==> src/rtl/instr_reg_sequencer.sv <==
// Front end of the instruction register file. It arbitrates two write requesters round-robin,
// keeps the file as a circular FIFO, and returns the oldest word through a valid/ready response.
module instr_reg_sequencer #(
    parameter int OPC_W  = 4,
    parameter int OP_W   = 32,
    parameter int ADDR_W = 5,
    parameter int DEPTH  = 32,
    parameter int IW_W   = OPC_W + 2 * OP_W
) (
    input  logic              clk,
    input  logic              reset,
    input  logic              wr0_valid,
    output logic              wr0_ready,
    input  logic [OPC_W-1:0]  wr0_opcode,
    input  logic [OP_W-1:0]   wr0_op_a,
    input  logic [OP_W-1:0]   wr0_op_b,
    input  logic              wr1_valid,
    output logic              wr1_ready,
    input  logic [OPC_W-1:0]  wr1_opcode,
    input  logic [OP_W-1:0]   wr1_op_a,
    input  logic [OP_W-1:0]   wr1_op_b,
    input  logic              rd_req_valid,
    output logic              rd_req_ready,
    output logic              rd_valid,
    input  logic              rd_ready,
    output logic [IW_W-1:0]   rd_data,
    output logic              load_en,
    output logic [ADDR_W-1:0] write_pointer,
    output logic [OPC_W-1:0]  opcode,
    output logic [OP_W-1:0]   operand_a,
    output logic [OP_W-1:0]   operand_b,
    output logic [ADDR_W-1:0] read_pointer,
    input  logic [IW_W-1:0]   instruction_word,
    output logic [ADDR_W:0]   count,
    output logic              full,
    output logic              empty,
    output logic [1:0]        rd_state_o
);

    typedef enum logic [1:0] {
        R_IDLE = 2'd0,
        R_ADDR = 2'd1,
        R_RESP = 2'd2
    } rd_state_e;

    localparam logic [ADDR_W-1:0] LAST_PTR  = ADDR_W'(DEPTH - 1);
    localparam logic [ADDR_W-1:0] PTR_ONE   = ADDR_W'(1);
    localparam logic [ADDR_W:0]   DEPTH_CNT = (ADDR_W + 1)'(DEPTH);
    localparam logic [ADDR_W:0]   CNT_ONE   = (ADDR_W + 1)'(1);

    rd_state_e         rd_state_q;
    logic [ADDR_W-1:0] wr_ptr_q, wr_ptr_d;
    logic [ADDR_W-1:0] rd_ptr_q;
    logic [ADDR_W:0]   count_q, count_d;
    logic              prio_q, prio_d;
    logic              load_en_q;
    logic [ADDR_W-1:0] write_pointer_q;
    logic [OPC_W-1:0]  opcode_q;
    logic [OP_W-1:0]   operand_a_q, operand_b_q;
    logic [ADDR_W-1:0] read_pointer_q;
    logic [IW_W-1:0]   rd_data_q;
    logic              rd_valid_q;

    logic grant0, grant1, wr_acc, rd_req_acc, rd_done;
    logic [OPC_W-1:0] sel_opcode;
    logic [OP_W-1:0]  sel_op_a, sel_op_b;

    // Every channel transfers on the cycle where valid and ready are both high at the rising
    // edge; ready never waits on anything but registered state and the requesters' valids.
    assign full         = (count_q == DEPTH_CNT);
    assign empty        = (count_q == '0);
    assign grant1       = wr1_valid & (~wr0_valid | prio_q);
    assign grant0       = wr0_valid & ~grant1;
    assign wr0_ready    = grant0 & ~full;
    assign wr1_ready    = grant1 & ~full;
    assign wr_acc       = (grant0 | grant1) & ~full;
    assign rd_req_ready = (rd_state_q == R_IDLE) & ~empty;
    assign rd_req_acc   = rd_req_valid & rd_req_ready;
    assign rd_done      = (rd_state_q == R_RESP) & rd_valid_q & rd_ready;

    assign sel_opcode = grant1 ? wr1_opcode : wr0_opcode;
    assign sel_op_a   = grant1 ? wr1_op_a   : wr0_op_a;
    assign sel_op_b   = grant1 ? wr1_op_b   : wr0_op_b;

    always_comb begin
        wr_ptr_d = wr_ptr_q;
        prio_d   = prio_q;
        count_d  = count_q;
        if (wr_acc) begin
            wr_ptr_d = (wr_ptr_q == LAST_PTR) ? '0 : wr_ptr_q + PTR_ONE;
            // The winner hands priority to the other requester.
            prio_d   = grant0;
        end
        case ({wr_acc, rd_done})
            2'b10:   count_d = count_q + CNT_ONE;
            2'b01:   count_d = count_q - CNT_ONE;
            default: count_d = count_q;
        endcase
    end

    always_ff @(posedge clk or posedge reset) begin
        if (reset) begin
            wr_ptr_q        <= '0;
            prio_q          <= 1'b0;
            count_q         <= '0;
            load_en_q       <= 1'b0;
            write_pointer_q <= '0;
            opcode_q        <= '0;
            operand_a_q     <= '0;
            operand_b_q     <= '0;
        end else begin
            wr_ptr_q  <= wr_ptr_d;
            prio_q    <= prio_d;
            count_q   <= count_d;
            load_en_q <= wr_acc;
            if (wr_acc) begin
                write_pointer_q <= wr_ptr_q;
                opcode_q        <= sel_opcode;
                operand_a_q     <= sel_op_a;
                operand_b_q     <= sel_op_b;
            end
        end
    end

    // rd_ptr only advances on completion, so the slot under read stays counted as occupied.
    always_ff @(posedge clk or posedge reset) begin
        if (reset) begin
            rd_state_q     <= R_IDLE;
            rd_ptr_q       <= '0;
            read_pointer_q <= '0;
            rd_data_q      <= '0;
            rd_valid_q     <= 1'b0;
        end else begin
            case (rd_state_q)
                R_IDLE: begin
                    if (rd_req_acc) begin
                        read_pointer_q <= rd_ptr_q;
                        rd_state_q     <= R_ADDR;
                    end
                end
                R_ADDR: begin
                    rd_data_q  <= instruction_word;
                    rd_valid_q <= 1'b1;
                    rd_state_q <= R_RESP;
                end
                R_RESP: begin
                    if (rd_ready) begin
                        rd_valid_q <= 1'b0;
                        rd_ptr_q   <= (rd_ptr_q == LAST_PTR) ? '0 : rd_ptr_q + PTR_ONE;
                        rd_state_q <= R_IDLE;
                    end
                end
                default: rd_state_q <= R_IDLE;
            endcase
        end
    end

    assign load_en       = load_en_q;
    assign write_pointer = write_pointer_q;
    assign opcode        = opcode_q;
    assign operand_a     = operand_a_q;
    assign operand_b     = operand_b_q;
    assign read_pointer  = read_pointer_q;
    assign rd_data       = rd_data_q;
    assign rd_valid      = rd_valid_q;
    assign count         = count_q;
    assign rd_state_o    = rd_state_q;

endmodule

==> config.mk <==
export PLATFORM = sky130hd
export DESIGN_NAME = instr_reg_sequencer
export DESIGN_NICKNAME = d
export VERILOG_FILES = /design/src/rtl/instr_reg_sequencer.sv
export SDC_FILE = /design/constraint.sdc
export NUM_CORES = 1
export LEC_CHECK = 0
export ABC_CLOCK_PERIOD_IN_PS = 5300
export CAP_MARGIN = 30
export CORE_MARGIN = 1.5
export CORE_UTILIZATION = 36
export DETAILED_ROUTE_END_ITERATION = 16
export GPL_TIMING_DRIVEN = 0
export PLACE_DENSITY = 0.86
export SLEW_MARGIN = 20
export SYNTH_ARGS = -nofsm -noshare
export SYNTH_HDL_FRONTEND = slang
export SYNTH_SLANG_ARGS = --single-unit
==> constraint.sdc <==
create_clock -name clk -period 5.3 [get_ports clk]
set_input_delay 1.06 -clock clk [delete_from_list [all_inputs] [get_ports clk]]
set_output_delay 1.06 -clock clk [all_outputs]
set_load 0.01 [all_outputs]
== Word-level counts from Yosys, hierarchy flattened ==
Cells that the tools add are included.
Operators by class
  add/subtract/negate cells: 4
  equality and inequality tests: 9
  muxes and demuxes: 11
  bitwise operators: 15
  reductions and logical operators: 8
Operators by type and width (count)
  two-way mux 32 bit: 2
  one-hot mux 6 bit (2 select lines): 1
  adder 5 x 1 -> 5 bit, second input constant: 2
  == test 5 bit, second input constant: 2
  two-way mux 5 bit: 2
  bitwise AND 1 bit: 9
  AND reduction 2 bit: 4
  adder 6 x 1 -> 6 bit, second input constant: 1
  == test 6 bit, second input constant: 1
  zero test 6 bit: 1
  one-hot mux 2 bit (3 select lines): 1
  subtractor 6 x 1 -> 6 bit, second input constant: 1
  == test 2 x 1 -> 1 bit, second input constant: 2
  == test 2 bit, second input constant: 2
  two-way mux 2 bit: 2
  two-way mux 4 bit: 1
  != test 2 bit, second input constant: 2
  inverter 1 bit: 4
  nonzero test 2 bit: 2
  zero test 2 bit: 1
  bitwise OR 1 bit: 2
  one-hot mux 1 bit (2 select lines): 1
  two-way mux 1 bit: 1
Word-level totals
  register bits after elaboration: 167
  output and inout port bits: 161
  word-level logic and storage cells: 60

== Logic depth before layout (Yosys ltp) ==
Gate-level depths: netlist (run 1).
  word-level depth: 9
  mapped depth: 11

== Least setup slack after synthesis (run 1) ==
OpenSTA, ideal clock, no wires.
  path type: in2reg
  start point: in rd_ready
  end point: reg count_q[4] (netlist: count[4])
  data arrival time: 2894 ps
  data required time: 5169 ps
  setup slack: 2276 ps
  stages: 10
  buffers on the path: 1
  cell sequence: nand3b_1 > nor2_1 > ha_1 > clkbuf_1 > xor2_1 > ha_1 > and2b_1 > a2111oi_0 > nor2_1 > xnor2_1
Between the ends
  cells in the longest elaborated chain, start to end: 3
  elaborated cells between the ends (all ways): 5
  classes of those cells: 2 x eq/ne; 1 x mux; 1 x bitwise; 1 x reduce/logical
RTL lines
  from (decl): line 25  | input logic rd_ready,
  bitwise AND 1 bit (*): line 79  | assign rd_done = (rd_state_q == R_RESP) & rd_valid_q & rd_ready;
  == test 2 x 1 -> 1 bit / == test 2 bit (equally long branches): line 94  | case ({wr_acc, rd_done})
  one-hot mux 6 bit (2 select lines) / nonzero test 2 bit (equally long branches)
  to (signal assigned): line 114  | count_q <= count_d;
  to (decl): line 54  | logic [ADDR_W:0] count_q, count_d;
Mark *: on every way between the ends. The rest lies on a longest branch, timed or not.
A chain may end at the register's enable or synchronous reset.

== Worst setup path after layout (run 1) ==
  start point: in wr0_valid
  end point: out wr0_ready
Between the ends
  cells in the longest elaborated chain, start to end: 6
RTL lines
  from (decl): line 12  | input logic wr0_valid,
  inverter 1 bit: line 72  | assign grant1 = wr1_valid & (~wr0_valid | prio_q);
  bitwise OR 1 bit: line 72
  bitwise AND 1 bit: line 72
  inverter 1 bit: line 73  | assign grant0 = wr0_valid & ~grant1;
  bitwise AND 1 bit (*): line 73
  bitwise AND 1 bit (*): line 74  | assign wr0_ready = grant0 & ~full;
  to (decl): line 13  | output logic wr0_ready,
Marks and branches as above.

==> results of run 1 <==
==> cell type report <==
cell class,instances,area [um^2],area share [%]
sequential,167,4180,34.9
timing repair buffer,375,3800,31.8
multi-input combinational,374,2830,23.6
clock buffer,17,425,3.56
tap,265,332,2.77
clock inverter,15,181,1.52
buffer,36,168,1.40
inverter,9,37.5,0.314
antenna,2,5.00,0.0418
==> kinds of logic after synthesis <==
| kind of cell | synth area share [%] |
|---|---|
| AOI/OAI and AO/OA | 7.05 |
| muxes | 22.7 |
| DFF | 58.0 |
| adders and majority gates | 1.22 |
| xor gates and xnor gates | 0.608 |
| and+or+nand+nor | 7.71 |
| buffers and inverters | 2.79 |
==> Yosys cell counts (3+ instances only) <==
| library cell | instances |
|---|---|
| nor2_1 | 76 |
| nand2_1 | 4 |
| mux2_4 | 5 |
| clkbuf_1 | 13 |
| mux2i_1 | 69 |
| nor3_1 | 6 |
| ha_1 | 7 |
| and3_1 | 6 |
| mux2_2 | 72 |
| a21oi_1 | 73 |
| o21ai_0 | 8 |
| dfrtp_1 | 167 |
| xnor2_1 | 3 |
| inv_1 | 8 |
| mux2_1 | 5 |
| buf_2 | 20 |
| nand2b_1 | 4 |
==> worst max-delay path by stage <==
stage,slack (ns),from,cells past startpoint,to
2_1_floorplan,2.11,reset,1,count[0]$_DFFE_PP0P_
3_3_place_gp,0.65,reset,2,operand_a[20]$_DFFE_PP0P_
3_5_place_dp,0.99,wr0_valid,7,wr0_ready
4_1_cts,0.97,wr0_valid,7,wr0_ready
5_1_grt,0.86,wr0_valid,7,wr0_ready
6_report,1.03,wr0_valid,7,wr0_ready
==> per-stage QoR <==
| step | total power, mW | utilization [%] | hold WS, ns | cells | area, um^2 |
|---|---|---|---|---|---|
| floorplan | 3.27 | - | 0.445 | 586 | 7210 |
| global placement | 4.65 | 57.6 | 0.462 | 1221 | 11200 |
| detailed placement | 4.75 | 58.1 | 0.477 | 1226 | 11300 |
| CTS | 6.04 | 61.2 | 0.493 | 1258 | 12000 |
| global route | 6.32 | 61.2 | 0.504 | 1260 | 12000 |
| finish | 5.97 | 61.2 | 0.487 | 1260 | 12000 |
==> flip-flops by register name (all words and copies together) (netlist names) <==
register	cells
opcode	4
wr_ptr_q	5
prio_q	1
count	6
rd_state_o	2
rd_valid	1
load_en	1
write_pointer	5
read_pointer	5
operand_a	32
operand_b	32
rd_data	68
rd_ptr_q	5
==> report_power, final <==
group	total [mW]	leakage (nW)	internal (mW)	switching (mW)
Clock	1.27	0.299	0.679	0.587
Sequential	2.13	1.94	1.79	0.343
Combinational	2.58	2.91	1.53	1.05
Total	5.97	5.14	3.99	1.98
==> worst reg2reg max path: cells and delay by family (launching register included) <==
family          cells  cell delay [ns]
flops               1             0.48
xor+xnor            2             0.25
compound gates      2             0.67
fa+ha+maj           2             0.47
buf+inv             1             0.33
simple gates        4             0.71
==> layer usage <==
metal  up-vias  track usage (%)  part of all wire (%)
met5         -                0                 0.057
met4         2             7.87                   2.1
met3        34             8.28                   9.2
met2       251             39.1                    53
met1      2956             23.1                    36
li1       2848                -                     -
==> cells in the final DEF (no fill, tap or decap), drive strengths merged, types with 3 or more instances in the layout <==
| master | n |
|---|---|
| a2111oi | 3 |
| a21oi | 73 |
| and3 | 6 |
| buf | 28 |
| clkbuf | 30 |
| clkdlybuf4s50 | 370 |
| clkinv | 6 |
| dfrtp | 167 |
| ha | 7 |
| inv | 16 |
| mux2 | 82 |
| mux2i | 69 |
| nand2 | 4 |
| nand2b | 4 |
| nor2 | 76 |
| nor3 | 6 |
| o21ai | 10 |
| xnor2 | 3 |
==> reports/results.ini, run 1 <==
[layout]
n_fill_cell=1559
drive_above_1_share_pct=14.3
synthToLayoutAreaGrowth_pct=65.9
nets=1197

[route]
drtIter0Drc=203
drc_errors=0
drt_wl_total_um=22800
post_drt_wl_per_cell_um=18.1
ant_nets=0
drt-vias-per-instance=4.83
first_pass_iters=7
via_count=6091

[grt]
antenna_found_initial=3
grt_pass1_vias=6206
track_usage_pct=21.7
grt.overflow.total=0
grt_start_max_net_pins=34
grt_first_pass_wirelength_um=34100

[hold_path]
min_path_cells=1
holdCritStartpoint=write_pointer[2]$_DFFE_PP0P_
hold_class=reg -> reg
min_to=write_pointer[2]$_DFFE_PP0P_

[yosys]
synth.top_cell.area_share_pct=58.0
synth_nets=803
ys_seq_elements=167
synth_warnings=0
synth_edf_count=0
synth.area.top_cells=dfrtp_1, mux2_2, mux2i_1
synth_area_per_cell_um2=12.3
yosys.area.top_type=dfrtp_1
ys_seq_area_share_pct=58.0
syn_inst=586
ys_types=45
synthFlopType=dfrtp_1
async_reset_ff_share_pct=100
synth_area_mm2=0.00721

[setup_path]
worstSetupPathType=in -> out
regToRegSetupSlack_ns=2.28
crit_chain=clkdlybuf4s50_1 -> inv_1 -> o21ai_0 -> clkbuf_1 -> buf_2 -> and3_1 -> clkdlybuf4s50_1
critical-path-top-delay-family=buffers and inverters
cp_slowest_cell=clkdlybuf4s50_1
cp_max_fo=10
crit_path_max_incr_delay_ns=0.54
crit_path_frequent_cell=clkdlybuf4s50_1
crit_required_ns=4.24
reg2regPathDepth=11
cp_num_buf_inv=5
critPathLaunchType=input pin
worstReg2RegEnd=count[4]$_DFFE_PP0P_
cp-end-kind=output port
r2r_start=count[1]$_DFFE_PP0P_
worstPathArrival_ns=3.21

[clocking]
clkTransAtPathRegs_ns=0.07
cts_setup_buffers=0
clockRootBuffer=clkbuf_16
cts_sinks=167
clk_path_buf_depth=2
clock_tree.htree_level_count=4
hold_buffers=0
cts_tree=built
ctsResizeCount=0
clock_latency_ns=0.42
cts_made_buffers=17

[timing]
tightest_slew_ns=0.646
finalWorstSetupSlack_ns=1.03
setup_violations=0
fin_crit_ns=4.27
max_clock_freq_mhz=234
slew_headroom_pct=56.9
hold_violations=0
rsz0062_at_grt=false
finClkSkew_ns=0.0130
fin_tns_setup_ns=0
maxSlewViolCount=0
period_share_pct=80.6

[placement]
dp_hpwl_um=17800
portBuffers=370
gp_congestion=0.769
place_ws_ns=0.987

[power_and_ir_drop]
powerDensity_mw_per_mm2=500
ir_drop_v=0.000205
leakagePower_nw=5.14

[floorplanning]
die_y_um=145
start_util_pct=36.9
coreArea_mm2=0.0195
rows=51
ioPinCount=371
fp.dieArea_mm2=0.0209
die_x_um=145

[flow_run]
cap_viol_max_count=0

[run_status]
outcome=finished clean

Note: power is estimated with default switching activity, not from simulation.
==> run 2, diff against run 1 <==
--- a/config.mk
+++ b/config.mk
@@ -5,13 +5,13 @@
 export SDC_FILE = /design/constraint.sdc
 export NUM_CORES = 1
 export LEC_CHECK = 0
-export ABC_CLOCK_PERIOD_IN_PS = 5300
+export ABC_CLOCK_PERIOD_IN_PS = 3940
 export CAP_MARGIN = 30
-export CORE_MARGIN = 1.5
-export CORE_UTILIZATION = 36
+export CORE_AREA = 2 2 146 148
 export DETAILED_ROUTE_END_ITERATION = 16
+export DIE_AREA = 0 0 148 150
 export GPL_TIMING_DRIVEN = 0
-export PLACE_DENSITY = 0.86
+export PLACE_DENSITY = 0.81
 export SLEW_MARGIN = 20
 export SYNTH_ARGS = -nofsm -noshare
 export SYNTH_HDL_FRONTEND = slang
==> constraint.sdc (replaced) <==
create_clock -name clk -period 3.94 [get_ports clk]
set_input_delay 0.788 -clock clk [delete_from_list [all_inputs] [get_ports clk]]
set_output_delay 0.788 -clock clk [all_outputs]
set_load 0.01 [all_outputs]
==> reports/results.ini, run 2 (synthesis results as in run 1) <==
[setup_path]
cp_num_buf_inv=5
crit_path_max_incr_delay_ns=0.53
crit_chain=clkdlybuf4s50_1 -> inv_1 -> o21ai_0 -> clkbuf_2 -> buf_2 -> and3_1 -> clkdlybuf4s50_1
r2r_start=count[1]$_DFFE_PP0P_
critPathLaunch=wr0_valid
worstSetupPathType=in -> out
cp-end-kind=output port
crit_required_ns=3.15
cp_slowest_cell=clkdlybuf4s50_1
critical-path-top-delay-family=buffers and inverters
crit_path_frequent_cell=clkdlybuf4s50_1
cp_max_fo=10
critPathLaunchType=input pin
worstPathArrival_ns=2.84

[route]
via_count=6013
dr_wl_met2_um=11200
post_drt_wl_per_cell_um=17.4
drt_wl_total_um=22100
first_pass_iters=4
routed-wl-met3_um=1860
drc_errors=0
ant_nets=0
drtIter0Drc=158
wl_met1_um=8290
drt-vias-per-instance=4.74
top_layer=met4

[clocking]
clockRootBuffer=clkbuf_16
hold_buffers=0
cts_tree=built
clk_path_buf_depth=2
clock_latency_ns=0.43
clock_tree.htree_level_count=4
cts_made_buffers=17
cts_setup_buffers=0
cts_sinks=167
clkTransAtPathRegs_ns=0.06

[run_status]
outcome=finished clean

[placement]
place_area_mm2=0.0114
portBuffers=370
dp_hpwl_um=17000
gp_congestion=0.772

[grt]
track_usage_pct=19.8
grt_start_max_net_pins=35
grt.overflow.total=0
antenna_found_initial=1
grt_first_pass_wirelength_um=33900
grt_pass1_vias=6248

[timing]
rsz0062_at_grt=false
finClkSkew_ns=0.0136
period_share_pct=92.1
setup_violations=0
fin_crit_ns=3.63
slew_headroom_pct=59.7
hold_slack_ns=0.477
max_clock_freq_mhz=276
tightest_slew_ns=0.604
hold_violations=0
maxSlewViolCount=0

[layout]
nets=1197
layout_commonest_cell=clkdlybuf4s50_1
drive_above_1_share_pct=14.4
design_area_mm2=0.0120
synthToLayoutAreaGrowth_pct=66.1
fin_util_pct=57.9
largest_reg_flops=68
most-common-layout-cells=clkdlybuf4s50_1, dfrtp_1, nor2_1
n_fill_cell=1748

[flow_run]
cap_viol_max_count=0

[power_and_ir_drop]
leakagePower_nw=5.15
powerDensity_mw_per_mm2=670
ir_drop_v=0.000313

[floorplanning]
start_util_pct=34.8
die_x_um=148
coreArea_mm2=0.0207
die_y_um=150
ioPinCount=371
fp.dieArea_mm2=0.0222
rows=53

[hold_path]
holdCritStartpoint=prio_q$_DFFE_PP0P_
hold_class=reg -> reg

run 2: cell count changes in the layout (fill, tap and decap cells not counted):
| cell | change |
|---|---|
| clkbuf_1 | -1 |
| clkbuf_8 | +1 |
| clkinv_2 | -1 |
| inv_8 | +1 |
| clkinv_8 | -1 |
| clkbuf_2 | +1 |
| diode_2 | -1 |
run 2: where the power goes:
group / total, mW / switching [mW] / internal [mW] / leakage [nW]
logic: 3.45 / 1.40 / 2.05 / 2.91
clock network: 1.72 / 0.791 / 0.931 / 0.301
registers: 2.85 / 0.439 / 2.41 / 1.94
total: 8.02 / 2.63 / 5.39 / 5.15
run 2: layer usage:
layer  track usage (%)  up-vias
met5                 0        -
met1              22.3     2873
met2              33.6      256
li1                  -     2839
met4              8.76        0
met3              7.44       45
run 2: stage by stage:
step | power, mW | instances | TNS, ns | worst slack, ns
after detailed placement | 6.35 | 1236 | 0 | 0.0339
after floorplan | 4.40 | 586 | 0 | 1.03
after CTS | 8.11 | 1268 | 0 | 0.0313
after global placement | 6.25 | 1231 | -63.75 | -0.395
final | 8.02 | 1269 | 0 | 0.311
after global routing | 8.47 | 1269 | 0 | 0.150
run 2: path summary, 6_finish.rpt:
kind	end	slack [ns]	cells after the start
setup / recovery	wr0_ready	0.31	7
hold / removal	prio_q$_DFFE_PP0P_	0.48	1
setup reg to reg	count[4]$_DFFE_PP0P_	0.99	11
hold reg to reg	prio_q$_DFFE_PP0P_	0.48	1
max in group asynchronous	rd_data[14]$_DFFE_PP0P_	2.19	5
min in group asynchronous	rd_data[51]$_DFFE_PP0P_	0.75	2
run 2: worst reg2reg max path: stages (launching register included):
cell       delay [ns]
dfrtp_1          0.48
nor3_1           0.21
nand3_1          0.20
o21ai_1          0.27
ha_1             0.24
clkbuf_1         0.32
xor2_1           0.12
ha_1             0.23
and2b_1          0.16
a2111oi_0        0.36
nor2_1           0.11
xnor2_1          0.14
run 2: repair_timing:
action | in CTS | in global routing
endpoints found under the hold margin | 0 | 0
endpoints found under the setup margin | 0 | 1
resized for setup | 0 | 2
run 2: cell type report:
class                           instances  area (um^2)  area share [%]
Antenna cell                            1         2.50          0.0209
Buffer                                 36          169            1.41
Clock buffer                           18          439            3.67
Clock inverter                         14          171            1.43
Inverter                                9         37.5           0.313
Multi-Input combinational cell        374         2830            23.6
Sequential cell                       167         4180            34.9
Tap cell                              275          344            2.87
Timing Repair Buffer                  375         3800            31.8
==> RTL edit 1, RTL diff (flow settings as in run 2) <==
`ADDR_W`: 5 -> 7.
--- a/src/rtl/instr_reg_sequencer.sv
+++ b/src/rtl/instr_reg_sequencer.sv
@@ -5,3 +5,3 @@
     parameter int OP_W   = 32,
-    parameter int ADDR_W = 5,
+    parameter int ADDR_W = 7,
     parameter int DEPTH  = 32,
Interface: changed (resized count, read_pointer and write_pointer); port bits go from 371 to 377. No check against the original RTL was run, so the function may have changed too.
==> RTL edit 1 against run 2 <==
  * Sequential share of layout area rose by 0.58 points
  * Sequential cell count increased by 10
  * Wire length increased by 5.7%
  * Synthesized cell count up 9.2%
  * Critical endpoint unchanged
  * Cell area grew 4.2%
  * Clock power down 3%
  * Worst setup slack got worse by 0.10 ns
  * Power shrank 4.2%
  * Largest power group unchanged
  * Area after synthesis rose by 6.6%
==> RTL edit 1: results (changes against run 2) <==
INFO  metric run_status = complete, no violations
INFO  metric rrSetupSlack = 0.27 ns (-0.72 ns)
INFO  metric post_drt_wl_per_cell = 17.61 um (+1.0%)
INFO  metric n_antenna_cell = 0 (-1)
INFO  metric critical_path.max_stage_delay = 0.58 ns (+0.05 ns)
INFO  metric ir_drop = 0.0002694 V (-14%)
INFO  metric arrival = 2.95 ns (+0.11 ns)
INFO  metric finClkSkew = 0.01419 ns (+0.0006358 ns)
INFO  metric place.detailed.hpwl = 18.54 mm (+9.2%)
INFO  metric ys_seq_area_share = 57.65% (-0.32 points)
INFO  metric grt_first_pass_wirelength = 35.32 mm (+4.3%)
INFO  metric grtUsageTotal = 20.67% (+0.86 points)
INFO  metric initialDrtViolationCount = 272 (+72%)
INFO  metric length_of_routed_met2_wiring = 12.16 mm (+8.7%)
INFO  metric vias_per_cell = 4.779 (+0.85%)
INFO  metric critical_path.reg2reg.startpoint = count[7]$_DFFE_PP0P_
INFO  metric synth_top_cells_by_area = sky130_fd_sc_hd__dfrtp_1 (58%), sky130_fd_sc_hd__mux2_2 (10%), sky130_fd_sc_hd__mux2i_1 (9.3%)
INFO  metric r2r_end = count[7]$_DFFE_PP0P_
INFO  metric min_path_cells = 2 (+1)
INFO  metric number_of_instances_in_the_placed_design = 1296 (+4.9%)
INFO  metric holdCritStartpoint = operand_a[18]$_DFFE_PP0P_
INFO  metric layout-drive-gt1-share = 13.77% (-0.63 points)
INFO  metric detail_route.first_pass.iterations = 5 (+1)
INFO  metric vias = 6346 (+5.5%)
INFO  metric postPlaceCellArea = 11890 um^2 (+4.7%)
INFO  metric place_worst_setup_slack = -0.3467 ns (-0.3806 ns)
INFO  metric synthCells = 640 (+9.2%)
INFO  metric maxSlewHeadroom = 54.26% (-5.5 points)
INFO  metric grt_pass1_vias = 6479 (+3.7%)
[RTL edit 1: stage by stage]
step / power [uW] / setup TNS [ns] / hold WS, ns
floorplan: 4286 / 0 / 0.4573
global placement: 5971 / -94.16 / 0.4596
detailed placement: 6078 / -0.8476 / 0.4699
CTS: 7773 / 0 / 0.4852
global route: 8118 / 0 / 0.5025
finish: 7682 / 0 / 0.4742
[RTL edit 1: cell families after synthesis]
group / after synthesis / synth area share, %
flops: 177 / 57.65
xor+xnor: 13 / 1.482
fa+ha+maj: 10 / 1.726
simple gates: 149 / 8.534
compound gates: 101 / 7.264
buf+inv: 44 / 2.753
mux: 146 / 20.59
[RTL edit 1: metal layers]
layer	up-vias	global-route usage (%)
met2	271	36.71
met5	-	0
met1	3029	23.92
met3	30	6.128
met4	0	6.857
li1	3016	-
[RTL edit 1: how the worst max path moves through the flow]
| stage | slack, ns | cells past startpoint | from | end |
|---|---|---|---|---|
| 3_3_place_gp | -0.55 | 2 | reset | count[7]$_DFFE_PP0P_ |
| 4_1_cts | 0.08 | 11 | wr0_valid | count[7]$_DFFE_PP0P_ |
| 6_report | 0.21 | 7 | wr0_valid | wr0_ready |
| 2_1_floorplan | 0.83 | 12 | count[7]$_DFFE_PP0P_ | count[7]$_DFFE_PP0P_ |
| 5_1_grt | 0.03 | 12 | count[7]$_DFFE_PP0P_ | count[7]$_DFFE_PP0P_ |
| 3_5_place_dp | -0.35 | 11 | wr0_valid | count[7]$_DFFE_PP0P_ |
[RTL edit 1: where the power goes]
part / total [uW] / internal (uW) / leakage, uW / switching, uW
clock: 1670 / 898 / 0.000273 / 771
sequential: 2870 / 2450 / 0.00212 / 418
combinational: 3140 / 1890 / 0.00304 / 1260
total: 7680 / 5240 / 0.00544 / 2440
[RTL edit 1: timing repair]
item	CTS	global route
setup endpoints to repair	1	2
hold buffers	0	0
resized for setup	1	1
[RTL edit 1: final cells by class]
cell class / count / area share, %
clock buffer: 19 / 3.468
inverter: 9 / 0.3007
tap: 275 / 2.757
buffer: 35 / 1.433
clock inverter: 13 / 1.173
timing repair buffer: 381 / 30.95
multi-input combinational: 419 / 24.43
sequential: 177 / 35.49
==> RTL edit 2, RTL diff (settings of run 2) <==
Made on the original files. Put one more register stage on the output `count`, cleared by the reset. The value now appears one clock later. The other outputs are not delayed to match.
--- a/src/rtl/instr_reg_sequencer.sv
+++ b/src/rtl/instr_reg_sequencer.sv
@@ -165,3 +165,9 @@
     assign rd_valid      = rd_valid_q;
-    assign count         = count_q;
+    always_ff @(posedge clk or posedge reset) begin
+        if (reset) begin
+            count <= '0;
+        end else begin
+            count <= count_q;
+        end
+    end
     assign rd_state_o    = rd_state_q;
Behaviour: not the same (Yosys sat finds a counterexample within 4 cycles, from zero or initial values and one cycle with reset high).
==> RTL edit 2 against run 2 <==
  * Area after synthesis up 2.1%
  * Register-to-register slack worse by 0.02 ns
  * Worst hold slack improved by 0.0078 ns
  * Core utilization grew 0.68 points
  * Worst setup slack improved by 0.010 ns
  * First-iteration DRC count up 4.4%
  * Wire length rose by 3.1%
  * Cell count grew 0.55%
  * Synthesized cell count is 1.0% higher
  * Sequential cell count grew 6
  * Power increased by 0.27%
  * Cell area rose by 1.2%
  * Clock skew down 0.0017 ns
  * Largest power group unchanged
  * Highest routed layer unchanged
==> RTL edit 2: results (changes against run 2) <==
INFO  metric switching_share = 32.79% (about the same)
INFO  metric final_instance_count_excl_fillers = 1276 (+0.55%)
INFO  metric number_of_flip_flops_in_the_largest_register = 68 (unchanged)
INFO  metric synth_top_cells_by_area = sky130_fd_sc_hd__dfrtp_1 (59%), sky130_fd_sc_hd__mux2_2 (11%), sky130_fd_sc_hd__mux2i_1 (9.4%)
INFO  metric detail-route-antenna-nets = 0 (unchanged)
INFO  metric htree_levels = 4 (unchanged)
INFO  metric clock_latency = 0.42 ns
INFO  metric grtUsageTotal = 20.14% (+0.32 points)
INFO  metric ys_seq_area_share = 58.83% (+0.86 points)
INFO  metric nets = 1204 (+0.58%)
INFO  metric ir_drop = 0.0004005 V (+28%)
INFO  metric tritoncts.num_buffers = 17 (unchanged)
INFO  metric run_status = complete, no violations
INFO  metric synthXorXnorAreaFrac = 0.5951% (-0.012 points)
INFO  metric post_drt_wl_per_cell = 17.88 um (+2.5%)
INFO  metric number_of_instances_in_the_placed_design = 1243 (+0.57%)
INFO  metric synth.mux.area_fraction = 22.19% (-0.46 points)
INFO  metric synth_fa_ha_area_share = 1.190% (-0.025 points)
INFO  metric maxSlewHeadroom = 57.58% (-2.2 points)
INFO  metric vias_per_cell = 4.795 (+1.2%)
INFO  metric layout-drive-gt1-share = 14.31% (-0.086 points)
INFO  metric critPathSlowestCell = sky130_fd_sc_hd__clkdlybuf4s50_1
INFO  metric leakage = 0.005200 uW (+1.0%)
INFO  metric yosys_most_used_dff = sky130_fd_sc_hd__dfrtp_1
INFO  metric largest_buffer_count_on_any_clock_path = 2 (unchanged)
INFO  metric critical_path.max_stage_delay = 0.53 ns (about the same)
INFO  metric place.detailed.hpwl = 17.92 mm (+5.6%)
INFO  metric synth_cell_type_count = 44 (-2.2%)
INFO  metric synth_async_sr_flop_share = 100.0% (unchanged)
INFO  metric arrival = 2.83 ns (about the same)
INFO  metric mappedNetlistNets = 809 (+0.75%)
INFO  metric finClkSkew = 0.01185 ns (-0.001705 ns)
INFO  metric grt_first_pass_wirelength = 34.57 mm (+2.1%)
INFO  metric grt_max_degree = 35 (unchanged)
INFO  metric root_buffer = sky130_fd_sc_hd__clkbuf_16
INFO  metric clk_pin_slew = 0.07 ns
INFO  metric gp_congestion = 0.8262 (+7.1%)
INFO  metric initialDrtViolationCount = 165 (+4.4%)
INFO  metric grt_pass1_vias = 6395 (+2.4%)
INFO  metric antenna_found_initial = 2 (+1)
INFO  metric synthCells = 592 (+1.0%)
INFO  metric cp_max_fo = 10 (unchanged)
INFO  metric commonest_cells_post_synth = sky130_fd_sc_hd__dfrtp_1 (173), sky130_fd_sc_hd__nor2_1 (76), sky130_fd_sc_hd__a21oi_1 (73)
INFO  metric synth-compound-area-share = 6.904% (-0.14 points)
INFO  metric hold_path.class = reg -> reg
==> RTL edit 2: changes by cell type in the layout (fill, tap and decap cells not counted) <==
cell,run 2,this run
sky130_fd_sc_hd__clkbuf_1,12,14
sky130_fd_sc_hd__inv_8,5,3
sky130_fd_sc_hd__clkinvlp_4,1,4
sky130_fd_sc_hd__buf_12,5,4
sky130_fd_sc_hd__bufinv_16,1,0
sky130_fd_sc_hd__clkinv_8,2,1
sky130_fd_sc_hd__buf_1,2,0
sky130_fd_sc_hd__diode_2,1,2
sky130_fd_sc_hd__buf_16,0,2
sky130_fd_sc_hd__dfrtp_1,167,173
==> RTL edit 2: cell type report <==
class,instances,area [um^2]
Timing Repair Buffer,376,3839
Clock buffer,18,439.2
Inverter,9,37.54
Buffer,36,168.9
Fill cell,1740,8574
Tap cell,275,344.1
Clock inverter,13,125.1
Antenna cell,2,5.005
Multi-Input combinational cell,374,2828
Sequential cell,173,4329
==> RTL edit 2: repair_timing <==
item	CTS	global route
gates resized for setup	0	2
hold buffers	0	0
endpoints found under the setup margin	0	1
setup buffers	0	0
==> RTL edit 2: through the flow <==
stage               instance area (um^2)  setup slack (ns)
floorplan                           7362            0.9413
global placement                   11410           -0.5953
detailed placement                 11540            0.1061
CTS                                12110           0.09724
global route                       12120            0.1816
finish                             12120            0.3212
==> RTL edit 2: cell families (layout without fill, tap and decap cells) <==
family,count (synthesis),count (layout)
xor gates and xnor gates,5,5
buffers and inverters,45,452
DFF,173,173
adders and majority gates,7,7
AOI/OAI and AO/OA,94,94
and+or+nand+nor,117,117
other,0,2
muxes,151,151
==> RTL edit 2: final timing paths <==
path	startpoint	to	slack [ns]	depth (start not counted)
min in group asynchronous	reset	operand_a[15]$_DFFE_PP0P_	0.70	2
worst min-delay path	prio_q$_DFFE_PP0P_	prio_q$_DFFE_PP0P_	0.48	1
max in group asynchronous	reset	rd_ptr_q[4]$_DFFE_PP0P_	2.40	5
worst max register to register	count_q[1]$_DFFE_PP0P_	count_q[4]$_DFFE_PP0P_	0.97	11
worst max-delay path	wr0_valid	wr0_ready	0.32	7
worst min register to register	prio_q$_DFFE_PP0P_	prio_q$_DFFE_PP0P_	0.48	1
==> RTL edit 2: power groups by stage <==
stage | Clock (uW) | Combinational [uW] | Sequential [uW]
2_1_floorplan | 0 | 1270 | 3230
3_3_place_gp | 0 | 3440 | 2950
3_5_place_dp | 0 | 3510 | 2990
4_1_cts | 1670 | 3530 | 2960
5_1_grt | 1740 | 3730 | 3050
6_report | 1610 | 3480 | 2960
==> RTL edit 2: routing by layer <==
metal	track usage [%]	share of wire [%]
met1	22.09	37
met2	35.88	52
met3	7.561	9.3
met4	6.857	1.6
met5	0	0
